===== src/rtl/bitmap_alloc.sv =====
// Free-slot bitmap allocator: grants the lowest free slot, accepts one release per cycle,
// and keeps registered occupancy status (count, all/none free, sticky double-free error).
module bitmap_alloc #(
    parameter int N     = 32,
    parameter int IDX_W = $clog2(N)
) (
    input  logic             clk,
    input  logic             rst,
    input  logic             alloc_req,
    output logic             alloc_gnt,
    output logic [IDX_W-1:0] alloc_idx,
    input  logic             free_valid,
    input  logic [IDX_W-1:0] free_idx,
    input  logic             flush,
    output logic [N-1:0]     bitmap,
    output logic [IDX_W:0]   free_count,
    output logic             all_free,
    output logic             none_free,
    output logic             err_double_free
);

    logic [N-1:0]     bitmap_d;
    logic [IDX_W:0]   count_d;
    logic             any_free;
    logic             free_in_range;
    logic             free_hits_free;
    logic             rel_ok;
    logic             dbl_free;

    // An index port of exactly IDX_W bits can only exceed N-1 when N is not a power of two.
    if (N == (1 << IDX_W)) begin : g_pow2
        assign free_in_range = 1'b1;
    end else begin : g_npow2
        assign free_in_range = ({1'b0, free_idx} < (IDX_W+1)'(N));
    end

    // Lowest-indexed set bit; scanning downward lets the last hit win.
    always_comb begin
        alloc_idx = '0;
        for (int i = N - 1; i >= 0; i--) begin
            if (bitmap[i]) begin
                alloc_idx = IDX_W'(i);
            end
        end
    end

    assign any_free  = |bitmap;
    assign alloc_gnt = alloc_req & ~flush & ~rst & any_free;

    always_comb begin
        free_hits_free = 1'b0;
        if (free_in_range) begin
            free_hits_free = bitmap[free_idx];
        end
    end

    assign dbl_free = free_valid & ~flush & (~free_in_range | free_hits_free);
    assign rel_ok   = free_valid & ~flush & free_in_range & ~free_hits_free;

    always_comb begin
        bitmap_d = bitmap;
        count_d  = free_count;
        if (flush) begin
            bitmap_d = '1;
            count_d  = (IDX_W+1)'(N);
        end else begin
            if (alloc_gnt) begin
                bitmap_d[alloc_idx] = 1'b0;
            end
            if (rel_ok) begin
                bitmap_d[free_idx] = 1'b1;
            end
            count_d = free_count - (IDX_W+1)'(alloc_gnt) + (IDX_W+1)'(rel_ok);
        end
    end

    always_ff @(posedge clk or posedge rst) begin
        if (rst) begin
            bitmap          <= '1;
            free_count      <= (IDX_W+1)'(N);
            all_free        <= 1'b1;
            none_free       <= 1'b0;
            err_double_free <= 1'b0;
        end else begin
            bitmap          <= bitmap_d;
            free_count      <= count_d;
            all_free        <= &bitmap_d;
            none_free       <= ~|bitmap_d;
            if (dbl_free) begin
                err_double_free <= 1'b1;
            end
        end
    end

endmodule


===== config.mk =====
export PLATFORM = sky130hd
export DESIGN_NAME = bitmap_alloc
export DESIGN_NICKNAME = d
export VERILOG_FILES = /design/src/rtl/bitmap_alloc.sv
export SDC_FILE = /design/constraint.sdc
export NUM_CORES = 1
export LEC_CHECK = 0
export ABC_AREA = 1
export CORE_UTILIZATION = 58
export DETAILED_ROUTE_END_ITERATION = 16
export GPL_ROUTABILITY_DRIVEN = 0
export GPL_TIMING_DRIVEN = 0
export PLACE_DENSITY = 0.87
export RECOVER_POWER = 25
export SETUP_SLACK_MARGIN = 0.1
export SYNTH_ARGS = -nofsm -noshare
export SYNTH_HDL_FRONTEND = slang
export SYNTH_SLANG_ARGS = --single-unit

===== constraint.sdc =====
create_clock -name clk -period 5.7 [get_ports clk]
set_clock_uncertainty 0.15 [all_clocks]
set_input_delay 0.855 -clock clk [delete_from_list [all_inputs] [get_ports clk]]
set_output_delay 0.855 -clock clk [all_outputs]
set_load 0.1 [all_outputs]

==> results.txt <==
Number of endpoints failing setup at the final stage = 0
Bufs on Longest Clock Path = 2
Die height = 76.6 um
Psw = 0.321 mW
Drt first pass iters = 8
DR vias = 3598
CP Max Fanout = 9
PostCTS Resize Cnt = 0
Sequential share of power = 40.1%
Root buf cell = clkbuf_8
CP startpoint kind = register
Crit-path max cell delay = 1.12 ns
Synthesized instance count = 474
Post-route ant nets = 0
Worst Path Arrival = 3.98 ns
Post-synth top cells = nand2_1, inv_1, nor2_1, nand3_1, dfstp_2
Yosys top cell area share = 27.7%
Hold Vio Cnt, Final = 0
Cell Area, Synth = 0.00323 mm2
CP Class = register to output port
GRT overflow = 0
Switching part of the total power = 40.5%
Vias in the first global route = 3495
RSZ-0062 raised after global routing = no
IO Pins = 57
Internal cell power = 0.472 mW
Die Span X = 76.6 um
Fmax = 200 MHz
Clk network pwr share = 24.1%
Post CTS Setup Buffer Count = 0
First-pass GRT wire length = 16600 um
Max-cap violations = 0
Share of cells above drive strength 1 = 14.9%
Clk slew on worst S/H paths = 0.08 ns
Yosys cell types = 39
Yosys warns = 0
Status = finished, final reports clean
Dominant cell type by area after synthesis = dfstp_2
Worst hold-check path type = register to register
Hold-fix buffers at CTS = 0
CTS sink cnt = 41
Standard-cell rows = 26
Detailed Place HPWL = 7590 um
Pleak = 1.99 nW
Core Box Area = 0.00524 mm2
Part of the cycle the worst path needs = 87.5%
Final max-slew violation count = 0
Detailed Route Iter0 Violations = 554
GRT Total Usage = 36.6%
DRC viols = 0
Count leader, synth = nand2_1
Slowest cell on crit path = clkdlybuf4s50_1
Kind of end point of the critical path = output port
Max_slew headroom = 34.4%
Filler Cells Inserted = 446
Layout area overhead = 22.6%
Required @ worst endpoint = 4.70 ns
Diode count = 0
CP most frequent cell = nand2_1
Register area share after synthesis = 33.1%
Routed wire length = 10200 um
TritonCTS buffer count = 5
Syn nets = 491
Post-synth EDFFs = 0
Pin count of the biggest net entering global routing = 43
Combinational fraction of design power = 35.8%
Vias per Instance = 5.92
PwrDens = 200 mW/mm2
Post-synth top flop = dfstp_2
Slew @ Worst Pin = 0.982 ns
Synthesized flop and latch total = 41
Final #Nets = 554
Peak supply drop = 0.270 mV
Ranking of synthesized cells by area = dfstp_2, nand2_1, inv_1, nor2_1, dfrtp_1
Setup tns final = 0 ns
Worst-skew pair later-pin latency = 0.30 ns
Initial Util = 61.7%
Mean Syn Cell Area = 6.81 um2
Dpl cell area = 0.00388 mm2
CTS tree = done
Number of port buffers = 56
Synth async-reset ratio = 100%
Initial antenna violation count = 0
Tmin final = 4.99 ns
Routed length per placed instance = 16.8 um
H-tree depth = 2
Design area = 0.00396 mm2
Final core occ = 75.6%
DIE AREA = 0.00587 mm2
==> layout make-up <==
type | count | area (um2) | area share (%)
Clock buffer | 6 | 72.6 | 1.83
Tap cell | 70 | 87.6 | 2.21
Sequential cell | 41 | 1070 | 27.0
Multi-Input combinational cell | 342 | 1810 | 45.8
Buffer | 10 | 43.8 | 1.11
Clock inverter | 2 | 10.0 | 0.253
Timing Repair Buffer | 56 | 561 | 14.2
Inverter | 81 | 304 | 7.68
==> registers in the layout (all words and copies together) (netlist names) <==
register	flops
bitmap	32
err_double_free	1
free_count	6
all_free	1
none_free	1
==> cells in the final DEF, fill, tap and decap left out, types with 3 or more instances in the layout <==
cell and count:
nand2_1 120, inv_1 70, clkdlybuf4s50_1 55, nor2_1 53
nand3_1 35, dfstp_2 34, a21oi_1 23, nand4_1 18
a31oi_1 15, nand2_2 9, a22oi_1 9, inv_2 8
o221ai_1 8, nand3b_1 7, dfrtp_1 7, clkbuf_1 6
ha_1 6, o21ai_0 5, buf_2 5, nand3_2 5
clkbuf_8 5, nor2_2 4, nor4_1 3, clkinv_1 3
nand2_8 3
==> critical path: cells and delay by family, from the launching register on <==
family / cells / cell delay, ns
buffers and inverters: 3 / 1.25
DFF: 1 / 0.58
and+or+nand+nor: 30 / 1.85
==> stage by stage <==
stage	worst slack, ns	std cells	total power [mW]	hold WS (ns)
finish	0.710	608	0.794	0.338
global route	0.464	608	0.823	0.367
floorplan	0.464	474	0.532	0.574
global placement	0.582	600	0.592	0.312
CTS	0.710	608	0.790	0.343
detailed placement	0.817	600	0.603	0.315
==> cells by family after synthesis <==
group,Yosys count,share of synthesized area [%]
DFF,41,33.1
AOI/OAI and AO/OA,70,14.1
buffers and inverters,91,10.8
and+or+nand+nor,263,38.5
xor gates and xnor gates,2,0.543
adders and majority gates,7,2.94
==> path summary, 6_finish.rpt <==
check                           startpoint              end  slack [ns]  cells past startpoint
max                             bitmap[29]     alloc_idx[0]        0.71                     33
min                        err_double_free  err_double_free        0.34                      1
max reg2reg                      bitmap[2]    free_count[5]        1.95                     19
min reg2reg                err_double_free  err_double_free        0.34                      1
max in group asynchronous              rst        none_free        3.83                      2
min in group asynchronous              rst    free_count[4]        1.03                      2
==> layer usage <==
layer  share of wire (%)  GRT usage, %  wire length, um
met1                  39          47.1             3960
met2                  45          57.7             4590
met3                  11          6.83             1150
met4                 5.0          20.6              510
met5                   0             0                0
==> power by group through the flow <==
stage | clock (mW) | sequential (mW) | combinational (mW)
4_1_cts | 0.190 | 0.319 | 0.281
5_1_grt | 0.200 | 0.320 | 0.303
3_5_place_dp | 0 | 0.323 | 0.280
2_1_floorplan | 0 | 0.416 | 0.116
6_report | 0.191 | 0.318 | 0.284
3_3_place_gp | 0 | 0.322 | 0.269
Note: power is estimated with default switching activity, not from simulation.
